$ cat config.mk
export PLATFORM = sky130hd
export DESIGN_NAME = sort_seq_ctrl
export DESIGN_NICKNAME = d
export VERILOG_FILES = /design/src/rtl/sort_pkg.sv /design/src/rtl/single_pass_sorter.sv /design/src/rtl/sort_seq_ctrl.sv
export SDC_FILE = /design/constraint.sdc
export NUM_CORES = 1
export LEC_CHECK = 0
export BUFFER_PORTS_ARGS = -buffer_cell sky130_fd_sc_hd__buf_2
export CORE_AREA = 2 2 109 111
export CTS_BUF_LIST = sky130_fd_sc_hd__clkbuf_2 sky130_fd_sc_hd__clkbuf_4 sky130_fd_sc_hd__clkbuf_8
export CTS_CLUSTER_DIAMETER = 150
export DETAILED_ROUTE_END_ITERATION = 8
export DIE_AREA = 0 0 111 113
export GPL_TIMING_DRIVEN = 1
export PLACE_DENSITY_LB_ADDON = 0.08
export SKIP_LAST_GASP = 1
export SYNTH_ARGS = -nofsm -noshare
export SYNTH_HDL_FRONTEND = slang
export SYNTH_SLANG_ARGS = --single-unit
$ cat constraint.sdc
create_clock -name clk -period 9.2 [get_ports clk]
set_input_delay 2.76 -clock clk [delete_from_list [all_inputs] [get_ports clk]]
set_output_delay 2.76 -clock clk [all_outputs]
set_load 0.005 [all_outputs]
$ cat src/rtl/sort_pkg.sv
// Shared definitions for the sequential sort controller: FSM state encoding
// and the width rule for the pass counter.
package sort_pkg;

  typedef enum logic [1:0] {
    IDLE = 2'd0,
    SORT = 2'd1,
    DONE = 2'd2
  } state_t;

  // Pass counter width: wide enough to hold N-1 passes (N >= 2).
  function automatic int pass_width(input int n);
    return (n < 2) ? 1 : $clog2(n);
  endfunction

endpackage

$ cat src/rtl/single_pass_sorter.sv
// One combinational bubble pass over an N-element window. Element 0 sits in
// the MSB lane; the largest element is carried toward the LSB lane. Equal
// neighbours are never swapped, so repeated passes are deterministic.
module single_pass_sorter #(
  parameter int N          = 5,
  parameter int DATA_WIDTH = 8
) (
  input  logic [N*DATA_WIDTH-1:0] in_data,
  output logic [N*DATA_WIDTH-1:0] out_data
);

  logic [DATA_WIDTH-1:0] lane [N];
  logic [DATA_WIDTH-1:0] tmp;

  // Unpack lanes, compare-and-swap neighbours from lane 0 upward, repack.
  always_comb begin
    tmp = '0;
    for (int i = 0; i < N; i++) begin
      lane[i] = in_data[(N-1-i)*DATA_WIDTH +: DATA_WIDTH];
    end
    for (int i = 0; i < N-1; i++) begin
      if (lane[i] > lane[i+1]) begin
        tmp       = lane[i];
        lane[i]   = lane[i+1];
        lane[i+1] = tmp;
      end
    end
    out_data = '0;
    for (int i = 0; i < N; i++) begin
      out_data[(N-1-i)*DATA_WIDTH +: DATA_WIDTH] = lane[i];
    end
  end

endmodule

$ cat src/rtl/sort_seq_ctrl.sv
// Sequential sort controller: accepts a window, runs one bubble pass per
// clock through a single pass network, then presents the sorted window and
// its median until downstream takes it.
// Optional feature macro: SORT_EARLY_EXIT_EN (stop as soon as a pass makes
// no swap; the N-1 pass limit still applies).
module sort_seq_ctrl
  import sort_pkg::*;
#(
  parameter int N          = 5,
  parameter int DATA_WIDTH = 8,
  parameter int PASS_W     = sort_pkg::pass_width(N)
) (
  input  logic                    clk,
  input  logic                    rst_n,
  input  logic                    in_valid,
  output logic                    in_ready,
  input  logic [N*DATA_WIDTH-1:0] in_data,
  output logic                    out_valid,
  input  logic                    out_ready,
  output logic [N*DATA_WIDTH-1:0] out_data,
  output logic [DATA_WIDTH-1:0]   out_median,
  output logic [PASS_W-1:0]       out_passes,
  output logic                    busy
);

  localparam int MED = (N - 1) / 2;

  state_t                  state;
  state_t                  next_state;
  logic [N*DATA_WIDTH-1:0] work;
  logic [N*DATA_WIDTH-1:0] pass_out;
  logic [PASS_W-1:0]       pass_cnt;
  logic                    sort_done;

  single_pass_sorter #(
    .N          (N),
    .DATA_WIDTH (DATA_WIDTH)
  ) u_pass (
    .in_data  (work),
    .out_data (pass_out)
  );

  // The pass being performed this cycle is the last one for the window.
  always_comb begin
    sort_done = (pass_cnt == PASS_W'(N - 2));
`ifdef SORT_EARLY_EXIT_EN
    if (pass_out == work) begin
      sort_done = 1'b1;
    end
`else
`endif
  end

  // State register; reset abandons any window in flight.
  always_ff @(posedge clk or negedge rst_n) begin
    if (!rst_n) begin
      state <= IDLE;
    end else begin
      state <= next_state;
    end
  end

  // Next-state decode.
  always_comb begin
    next_state = state;
    case (state)
      IDLE:    if (in_valid)  next_state = SORT;
      SORT:    if (sort_done) next_state = DONE;
      DONE:    if (out_ready) next_state = IDLE;
      default: next_state = IDLE;
    endcase
  end

  // Handshake and status outputs decoded straight from the state.
  always_comb begin
    in_ready  = (state == IDLE);
    busy      = (state == SORT);
    out_valid = (state == DONE);
  end

  // Working register, pass counter, and result registers that only move on
  // the edge entering DONE so the result stays stable while it is offered.
  always_ff @(posedge clk or negedge rst_n) begin
    if (!rst_n) begin
      work       <= '0;
      pass_cnt   <= '0;
      out_data   <= '0;
      out_median <= '0;
      out_passes <= '0;
    end else begin
      case (state)
        IDLE: begin
          if (in_valid) begin
            work     <= in_data;
            pass_cnt <= '0;
          end
        end
        SORT: begin
          work     <= pass_out;
          pass_cnt <= pass_cnt + PASS_W'(1);
          if (sort_done) begin
            out_data   <= pass_out;
            out_median <= pass_out[(N-1-MED)*DATA_WIDTH +: DATA_WIDTH];
            out_passes <= pass_cnt + PASS_W'(1);
          end
        end
        default: begin
        end
      endcase
    end
  end

endmodule

======== Word level (Yosys, flattened, before mapping) ========
Cells that the tools add are included.
word-level totals
  bits of input ports ..................... 44
  word-level logic and storage cells ...... 34
  register bits after elaboration ......... 96
cells by class
  reduce and logical (&&, ||, !) cells .... 5
  $add $sub $neg .......................... 1
  equality and inequality tests ........... 6
  $lt $le $gt $ge ......................... 4
  mux-type cells .......................... 12
operator list
  kind                                                    number
  case mux 40 bit (2 select lines)                        1
  2-to-1 mux 16 bit                                       4
  2-to-1 mux 40 bit                                       1
  greater-than comparator 8 bit                           4
  2-to-1 mux 2 bit                                        3
  case mux 2 bit (3 select lines)                         1
  case mux 3 bit (2 select lines)                         1
  inequality test 2 x 1 -> 1 bit (second input constant)  2
  AND reduction 2 bit                                     2
  adder 3 x 1 -> 3 bit (second input constant)            1
  == test 3 x 2 -> 1 bit (second input constant)          1
  2-to-1 mux 3 bit                                        1
  AND reduction 3 bit                                     1
  == test 2 x 1 -> 1 bit (second input constant)          1
  == test 2 bit (second input constant)                   1
  zero test 2 bit                                         1
  inequality test 2 bit (second input constant)           1
  nonzero test 2 bit                                      1

======== Longest topological paths before layout ========
Gate-level depths: netlist of the first run.
  depth after elaboration ................. 9
  depth in mapped cells ................... 36
  gate-level depth less buffers ........... 30

======== By module ========
Synthesis of the first run repeated with hierarchy kept, for this count alone.
second synthesis, totals
  cell total of the unflattened synthesis .. 571
  area total of the unflattened synthesis .. 5646.7 um2
by module, submodules not included
  module              area an instance (um2)  cells an instance  times used  seq. area each (um2)
  sort_seq_ctrl       3938.8                  313                1           2202.1
  single_pass_sorter  1707.9                  258                1           0.0

======== Worst setup path after synthesis of the first run ========
No wires, ideal clock.
  path kind ............................... register to register
  start ................................... register work[31]
  end ..................................... register out_data[12]
  path slack .............................. 2.796 ns
  data required time ...................... 9.113 ns
  buffers on the path ..................... 8
  cell stages (with the launch flop) ...... 34
  arrival ................................. 6.317 ns
  cell sequence ........................... dfrtp_1 -> inv_1 -> ha_1 -> nand4_2 -> nand2b_1 -> buf_2 -> o21ai_1 -> buf_4 -> mux2i_2 -> ha_1 -> nand4_1 -> nor2_4 -> a211oi_4 -> or2_4 -> buf_6 -> a31oi_1 -> ha_1 -> a211oi_1 -> nor2_1 -> and4bb_1 -> or2_0 -> buf_2 -> buf_4 -> buf_2 -> mux2_2 -> ha_1 -> nand2_1 -> or3_1 -> o21ai_1 -> and2_1 -> buf_4 -> buf_2 -> o221ai_1 -> a22oi_1
on the way
  cells in the longest elaborated chain, start to end .. 8
RTL lines
  what                           RTL line                  RTL
  from (decl)                    sort_seq_ctrl.sv:30       logic [N*DATA_WIDTH-1:0] work;
  from (signal assigned)         sort_seq_ctrl.sv:94       work <= in_data;
  from (signal assigned)         sort_seq_ctrl.sv:99       work <= pass_out;
  greater-than comparator 8 bit  single_pass_sorter.sv:22  if (lane[i] > lane[i+1]) begin
  2-to-1 mux 16 bit (*)          single_pass_sorter.sv:22
  greater-than comparator 8 bit  single_pass_sorter.sv:22
  2-to-1 mux 16 bit (*)          single_pass_sorter.sv:22
  greater-than comparator 8 bit  single_pass_sorter.sv:22
  2-to-1 mux 16 bit (*)          single_pass_sorter.sv:22
  greater-than comparator 8 bit  single_pass_sorter.sv:22
  2-to-1 mux 16 bit (*)          single_pass_sorter.sv:22
  to (signal assigned)           sort_seq_ctrl.sv:102      out_data <= pass_out;
  to (decl)                      sort_seq_ctrl.sv:20       output logic [N*DATA_WIDTH-1:0] out_data,
Mark *: on every way between the ends. The rest lies on a longest branch, timed or not.
A chain may end at the register's enable or synchronous reset.

======== Final worst setup path of the first run ========
  start ................................... register work[27]
  end ..................................... register work[5]
on the way
  cells in the longest elaborated chain, start to end .. 9
RTL lines
  what                                  RTL line                  RTL
  greater-than comparator 8 bit         single_pass_sorter.sv:22
  2-to-1 mux 16 bit (*)                 single_pass_sorter.sv:22
  greater-than comparator 8 bit         single_pass_sorter.sv:22
  2-to-1 mux 16 bit (*)                 single_pass_sorter.sv:22
  greater-than comparator 8 bit         single_pass_sorter.sv:22
  2-to-1 mux 16 bit (*)                 single_pass_sorter.sv:22
  greater-than comparator 8 bit         single_pass_sorter.sv:22
  2-to-1 mux 16 bit (*)                 single_pass_sorter.sv:22
  case mux 40 bit (2 select lines) (*)  sort_seq_ctrl.sv:91       case (state)
Marks and branches as above.

==> summary.md, run 1 <==
The run finished with clean final reports. In this run the top signal layer used is met4. Number of max-slew violations in the final report: 0.

The post-synthesis average cell area is 8.87 sq um. Classification of the worst-slack hold path: flop to flop. Leaving out fill and tap cells, the most frequent cells in the layout are buf_2, dfrtp_1, nand2_1, nor2_1, o21ai_0. The tool flagged a number of max-cap violations equal to 0.

In the final routed layout, each cell accounts on average for 20.5 um. The worst register-to-register path has a depth of 29. The first detailed-routing pass ran for 5 iterations. Global routing used 27.6% of the available tracks. Entering global routing, the biggest net connects 64 pins. The total length of routed wires was 17.2 mm; the die height was 113 um. The source-to-sink clock delay at the later pin of the worst-skew pair is 0.37 ns. The path with the worst hold slack has its endpoint at out_passes[1].

The initialized floorplan defines 39 standard-cell rows. Detailed routing placed a total of 7.91 mm of wire on met2. Synthesis produced a netlist with a net count of 700.

CTS placed an instance of clkbuf_8 at the clock tree root. From synthesis to final layout, the design area changed by 12.9%. Summing the areas of all xor and xnor instances in the mapped netlist gives 0% of the synthesized area. For this run, the number of Yosys warnings is 0. The run gives 9.45 ns as the worst endpoint required time. The cell class contributing the biggest share of worst-path delay is compound AO/OA/AOI/OAI gates. TritonCTS built the clock tree.

Buffers inserted to repair hold after CTS numbered 0. Setup total negative slack on the finished layout was measured at 0 ns. The adder-cell area share of the yosys netlist is 7.71%, and the number of failing hold endpoints at the final stage is 0.

In this run the critical register-to-register path is launched from work[27]. The critical setup path kind is flop to flop. The critical path buffer and inverter count was 4. The worst pin sits at a relative slew slack of 31.7%. The clock buffer count from CTS is 9, and the count of nets left with antenna violations after detail routing is 0.

Using the TritonRoute via totals, the vias-per-cell ratio works out to 6.12. Cells with a size suffix above 1 make up 20.3% of the layout. At the pin with the least slew margin, the transition time is 1.02 ns. In this run the critical register-to-register path is captured at work[5]. The final critical-path required period was 8.21 ns. The proportion of synthesized flip-flops having asynchronous set or reset was 100%; the routed length on met3 was 1.13 mm.

Setup repair after global routing left no endpoint under its margin. Input and output buffers added on the ports amount to 97. Detailed placement finished with a half-perimeter wire length of 12.6 mm. For the number of DRC markers after the initial detailed-route iteration, the log shows 480. STA classifies the critical path startpoint as a flop. The run gives 4938 as the via count of the first global-routing pass. Post-CTS repair timing setup buffer count: 0. In this run the number of H-tree levels came out at 3. Counting every instance in the synthesized netlist gives 622. The overall die width was 111 um.

The longest individual stage delay on the worst path came out at 0.70 ns. The die covers 12500 sq um. The number of gates resized after CTS was 0. Among all flip-flop cells after synthesis, the most frequent one is dfrtp_1. The register-to-register path setup slack came out at 0.99 ns. For this run, the register share of the synthesized area comes to 39.9%.

The worst hold path begins at out_passes[1]. The kind of end point of the critical path is a flop. Area share of and/or/nand/nor cells after synthesis: 16.1%. The share of the clock period used by the worst path was 89.3%; the number of clock sinks was 88. The logs give 0 for the number of antenna violations at the first check in global routing and 63 for the number of distinct library cells after synthesis. The compound-cell area share of the yosys netlist was 26.7%. Among all stages on the critical path, the largest delay is contributed by and2_1. The clock passes through at most 2 buffers.

Timing would allow up to 0.122 GHz. The number of design rule violations left after detail routing is 0, and the maximum fanout encountered on the critical timing path is 32. The detailed router placed 5149 vias in this run. The library cell used most frequently in the layout, excluding fill and tap cells, is buf_2.

Across the routed clock network, the largest skew measured is 0.00568 ns. The main combinational cell family by area after synthesis was compound AO/OA/AOI/OAI gates. After clock tree synthesis, the clock-pin slew on the worst setup and hold paths is 0.09 ns. 0 antenna diodes ended up in the layout. The tools report the area of the core region as 11300 sq um.

The first-pass GRT wire length was 27.2 mm. By instance count, the cell type seen most on the critical path is ha_1. In the synthesized netlist, mux cells make up 2.65% of the area. The detailed-routing wirelength on met1 came out at 7.87 mm.

The final net count is 773. Setup violations remaining at the end of the flow were counted as 0. The instance count along the most critical hold path was 2; the routability congestion estimate was 0.932. The flip-flop and latch count after synthesis is 88, and the count of boundary I/O pins is 98. For the synthesized area, the log shows 5520 sq um. The number of flops mapped to enable cells by yosys came out at 0. Data on the critical path arrives at its endpoint at 8.46 ns.

For this configuration, the core starts out at a cell density of 48.9%. Global routing finished with a remaining overflow of 0.
-- layout make-up --
type                       count  area, sq um
tap                          143          179
fill                        1077         5040
clock inverter                 2         38.8
inverter                      41          154
clock buffer                  12          165
sequential                    88         2200
multi-input combinational    449         2940
timing repair buffer         106          556
-- synth_stat cells, types with 3 or more instances --
cell type,instances,area [sq um]
a211oi_1,10,75.1
a21o_1,4,30.0
a21oi_1,36,180
a221oi_1,6,52.6
a22o_1,3,26.3
a22oi_1,16,120
a2bb2oi_1,4,35.0
a31oi_1,9,56.3
and2_1,4,25.0
buf_2,9,45.0
buf_4,11,82.6
clkbuf_1,22,82.6
dfrtp_1,88,2200
ha_1,34,425
inv_1,41,154
mux2i_1,11,110
nand2_1,53,199
nand2b_1,5,31.3
nand3_1,24,120
nor2_1,51,191
nor2b_1,7,43.8
nor3_1,18,90.1
o211ai_1,9,67.6
o21ai_0,50,250
o21ai_1,4,20.0
o21bai_1,3,22.5
o221ai_1,11,96.3
o22a_1,6,52.6
o22ai_1,26,163
o31ai_1,4,30.0
or3_1,4,25.0
-- metal layers --
metal,track usage [%],up-vias
met5,0,-
met4,9.92,0
met3,3.80,22
met2,43.6,212
met1,39.2,2490
li1,-,2425
-- flip-flops by register name, summed over array words and instances, names as in the netlist --
| register | count |
|---|---|
| state | 2 |
| out_passes | 3 |
| out_data | 40 |
| work | 40 |
| pass_cnt | 3 |
-- worst max path at each step --
| stage | from | to | slack (ns) | cells past startpoint |
|---|---|---|---|---|
| floorplan | work[31] | out_data[12] | 2.80 | 33 |
| global placement | work[25] | work[0] | 1.44 | 29 |
| detailed placement | work[27] | work[5] | 1.21 | 29 |
| global route | work[27] | work[5] | 0.50 | 29 |
| CTS | work[27] | work[5] | 1.18 | 29 |
| finish | work[27] | work[5] | 0.99 | 29 |
-- worst register-to-register path, delay by kind of cell (launching register included) --
kind / cells / cell delay [ns]
AO/OA/AOI/OAI: 10 / 2.63
AND/OR/NAND/NOR: 9 / 2.18
adder cells (fa/ha/maj): 4 / 1.14
buffers and inverters: 4 / 0.88
multiplexers: 2 / 0.87
flip-flops: 1 / 0.41
-- per-stage QoR --
step | setup slack, ns | instance area, sq um | util [%] | std cells | hold WS [ns]
global route | 0.501 | 6230 | 55.3 | 841 | 0.501
floorplan | 2.80 | 5520 | - | 622 | 0.462
CTS | 1.18 | 6230 | 55.3 | 841 | 0.479
global placement | 1.44 | 6030 | 53.5 | 827 | 0.457
finish | 0.988 | 6230 | 55.3 | 841 | 0.473
detailed placement | 1.21 | 6030 | 53.5 | 827 | 0.458
-- kinds of logic (layout without fill, tap and decap cells) --
| kind of cell | after synthesis | after routing |
|---|---|---|
| AOI/OAI and AO/OA | 217 | 217 |
| and+or+nand+nor | 184 | 184 |
| DFF | 88 | 88 |
| buffers and inverters | 85 | 161 |
| adders and majority gates | 34 | 34 |
| muxes | 14 | 14 |
Power of run 1 is not shown: default switching activity piles up to over one toggle a cycle in this logic, so the estimate is an artifact.
==> run 2: changes to the inputs <==
clock period = 6.9 ns   (was 9.2 ns; I/O delays follow)
==> run 2 against run 1 <==
  * Count of clock-buffer cells in the layout down 3
  * Global-route usage rose by 0.72 points
  * Cell count up 4.5%
  * Sequential cell count is the same
  * First-iteration DRC count down 15%
  * Cell area up 5.9%
  * Critical path depth grew 1
  * Fmax up 24%
  * Register-to-register slack lost 0.74 ns
  * Core utilization up 3.2 points
  * Non-clock buffer count increased by 36
  * Highest routed layer unchanged
==> summary.md, run 2 (synthesized netlist as in run 1, its figures left out) <==
The flow ran to the end, and the final reports show no timing, DRC or antenna violations. For the register-to-register path setup slack, the log shows 0.25 ns (-0.74 ns). By startpoint and endpoint, the worst setup path is classified as flop to flop. The share of the clock period used by the worst path was 96.4% (+7.1 points). TritonCTS built the clock tree. For the initial standard-cell utilization of the core, the log shows 48.9% (unchanged). The largest registers in the layout are out_data x40, work x40.

The clock slew seen by the registers of the worst setup and hold paths was 0.10 ns (about the same); the fraction of layout cells with a size suffix above 1 was 26.5% (+6.2 points). The path with the worst hold slack has its endpoint at out_passes[2]. Instance count along the most critical hold path: 2 (unchanged). The logs give 0 (unchanged) for the number of failing hold endpoints at the final stage and 5 (unchanged) for the number of iterations in the first detailed-routing pass. The number of DRC markers after the initial detailed-route iteration came out at 409 (-15%). Cell class contributing the biggest share of worst-path delay: compound AO/OA/AOI/OAI gates.

The critical path buffer and inverter count was 5 (+1); the maximum clock frequency was 0.150 GHz (+24%). The die height came out at 113 um (unchanged). The logs give 0 (unchanged) for the number of max-cap violations and 0 (unchanged) for the residual overflow from global routing. The count of boundary I/O pins was 98 (unchanged).

The number of clock sinks was 88 (unchanged); the placed instance count was 851 (+2.9%). The run gives 13.0 mm (+3.2%) as the total half-perimeter wirelength after legalization and detailed placement. The run gives 31.0% (-0.66 points) as the relative slew slack. The kind of end point of the critical path is a flop.

The worst path arrival time is 6.90 ns (-1.56 ns), and the overall die width is 111 um (unchanged). The longest individual stage delay on the worst path was 0.43 ns (-0.27 ns). The sum of negative setup slack was 0 ns (unchanged).

The maximum buffer depth of the clock tree came out at 2 (unchanged). STA classifies the critical path startpoint as a flop. The most common cell after layout, fill and taps aside was buf_2.

The run gives 0 (unchanged) as the count of nets left with antenna violations after detail routing. The top cell types in the final layout, fill and taps aside, are buf_2, dfrtp_1, nand2_1, nor2_1, o21ai_0. The worst min-delay path startpoint is out_passes[2]. The run gives 18.0 mm (+4.6%) as the total length of routed wires. Detailed-route vias per instance: 6.08 (-0.64%). The run gives 879 (+4.5%) as the number of cells in the finished layout apart from fillers.

The number of design rule violations left after detail routing was 0 (unchanged). The worst register-to-register path ends at work[11]. The maximum fanout encountered on the critical timing path is 11 (-66%).

The worst reg2reg path depth is 30 (+3.4%), and the area of the core region is 11300 sq um (unchanged). The run gives 0 (unchanged) as the hold buffer count at cts. The final critical-path required period works out to 6.65 ns (-1.56 ns). The standard cell with the maximum stage delay on the critical path is or3_1. For the combined global-route utilization of all metal layers, the log shows 28.3% (+0.72 points).

Among the stages of the critical path, the cell type that occurs most often is ha_1. The routability congestion estimate was 0.987 (+5.9%); the detail-routed net length per standard cell was 20.5 um (+0.11%). The final net count was 810 (+4.8%); the layout overhead on the synthesized area was 19.6%. The count of final setup violators was 0 (unchanged); the number of inserted filler cells in the final layout was 1051 (-2.4%). The number of antenna violations at the first check in global routing was 0 (unchanged). Pin count of the biggest net entering global routing: 57 (-11%). The startpoint identified for the worst register-to-register timing path is work[27]. Setup repair after global routing could not meet its margin everywhere.

The run gives 0 (unchanged) as the number of diodes added for antenna fixing. The worst endpoint required time was 7.15 ns (-2.30 ns); the source-to-sink clock delay at the later pin of the worst-skew pair was 0.38 ns (about the same). The tools report the total die area as 12500 sq um (unchanged). The number of max-slew violations in the final report came out at 0 (unchanged). The via count of the first global-routing pass was 5155 (+4.4%); the H-tree depth was 3 (unchanged). The logs give 5347 (+3.8%) for the total number of vias and 39 (unchanged) for the cell row count. The first-pass GRT wire length is 27.7 mm (+1.6%). The worst hold path belongs to the class flop to flop.

The clock buffer count from CTS is 9 (unchanged). The root buffer cell chosen for the clock tree is clkbuf_8. The number of input and output port buffers inserted works out to 97 (unchanged). The worst clock skew on the final layout is 0.0149 ns (+0.00922 ns), and the transition time of the tightest slew-check pin is 1.03 ns (+0.00993 ns).
[run 2: changes by cell type in the layout (fill, tap and decap cells not counted), moves of 2 or more]
cell        before  now
nand2_1         53   51
inv_6            0    2
clkbuf_8        12    9
buf_4           10   44
clkinvlp_4       0    2
[run 2: worst max path at each step]
stage	startpoint	end	cells past startpoint
finish	work[27]	work[11]	30
global route	work[27]	work[12]	31
detailed placement	work[27]	work[12]	30
CTS	work[27]	work[12]	29
floorplan	work[31]	out_data[12]	33
global placement	work[31]	work[1]	30
[run 2: worst reg2reg max path: cells and delay by family (launching register included)]
family	cells	cell delay [ns]
flip-flops	1	0.40
adder cells (fa/ha/maj)	4	1.22
AND/OR/NAND/NOR	9	1.66
buffers and inverters	5	0.71
multiplexers	1	0.36
AO/OA/AOI/OAI	11	2.18
[run 2: per-stage QoR]
stage	setup slack [ns]	hold slack [ns]	instance area (sq um)	utilization [%]
floorplan	0.496	0.462	5520	-
global placement	0.200	0.458	6220	55.2
detailed placement	-0.0652	0.465	6220	55.2
CTS	0.100	0.487	6410	56.9
global route	-0.0826	0.513	6600	58.5
finish	0.251	0.476	6600	58.5
[run 2: cell type report]
class                      instances  area, sq um  area share, %
timing repair buffer             142          856           13.0
clock inverter                     6         67.6           1.02
tap                              143          179           2.71
inverter                          41          154           2.33
multi-input combinational        450         3010           45.7
clock buffer                       9          124           1.88
sequential                        88         2200           33.4
[run 2: timing repair]
| action | CTS | global route |
|---|---|---|
| setup endpoints to repair | 8 | 32 |
| hold endpoints to repair | 0 | 0 |
| gates cloned | 0 | 2 |
| resized for setup | 1 | 18 |
| pin swaps | 0 | 5 |
| buffers inserted | 0 | 11 |
[run 2: layer usage]
| layer | up-vias | global-route usage [%] | wire length, um |
|---|---|---|---|
| li1 | 2503 | - | - |
| met1 | 2535 | 38.7 | 7940 |
| met2 | 259 | 44.7 | 8080 |
| met3 | 50 | 4.07 | 1310 |
| met4 | 0 | 13.7 | 699 |
| met5 | - | 0 | 0 |
Power of run 2 is left out for the same reason.
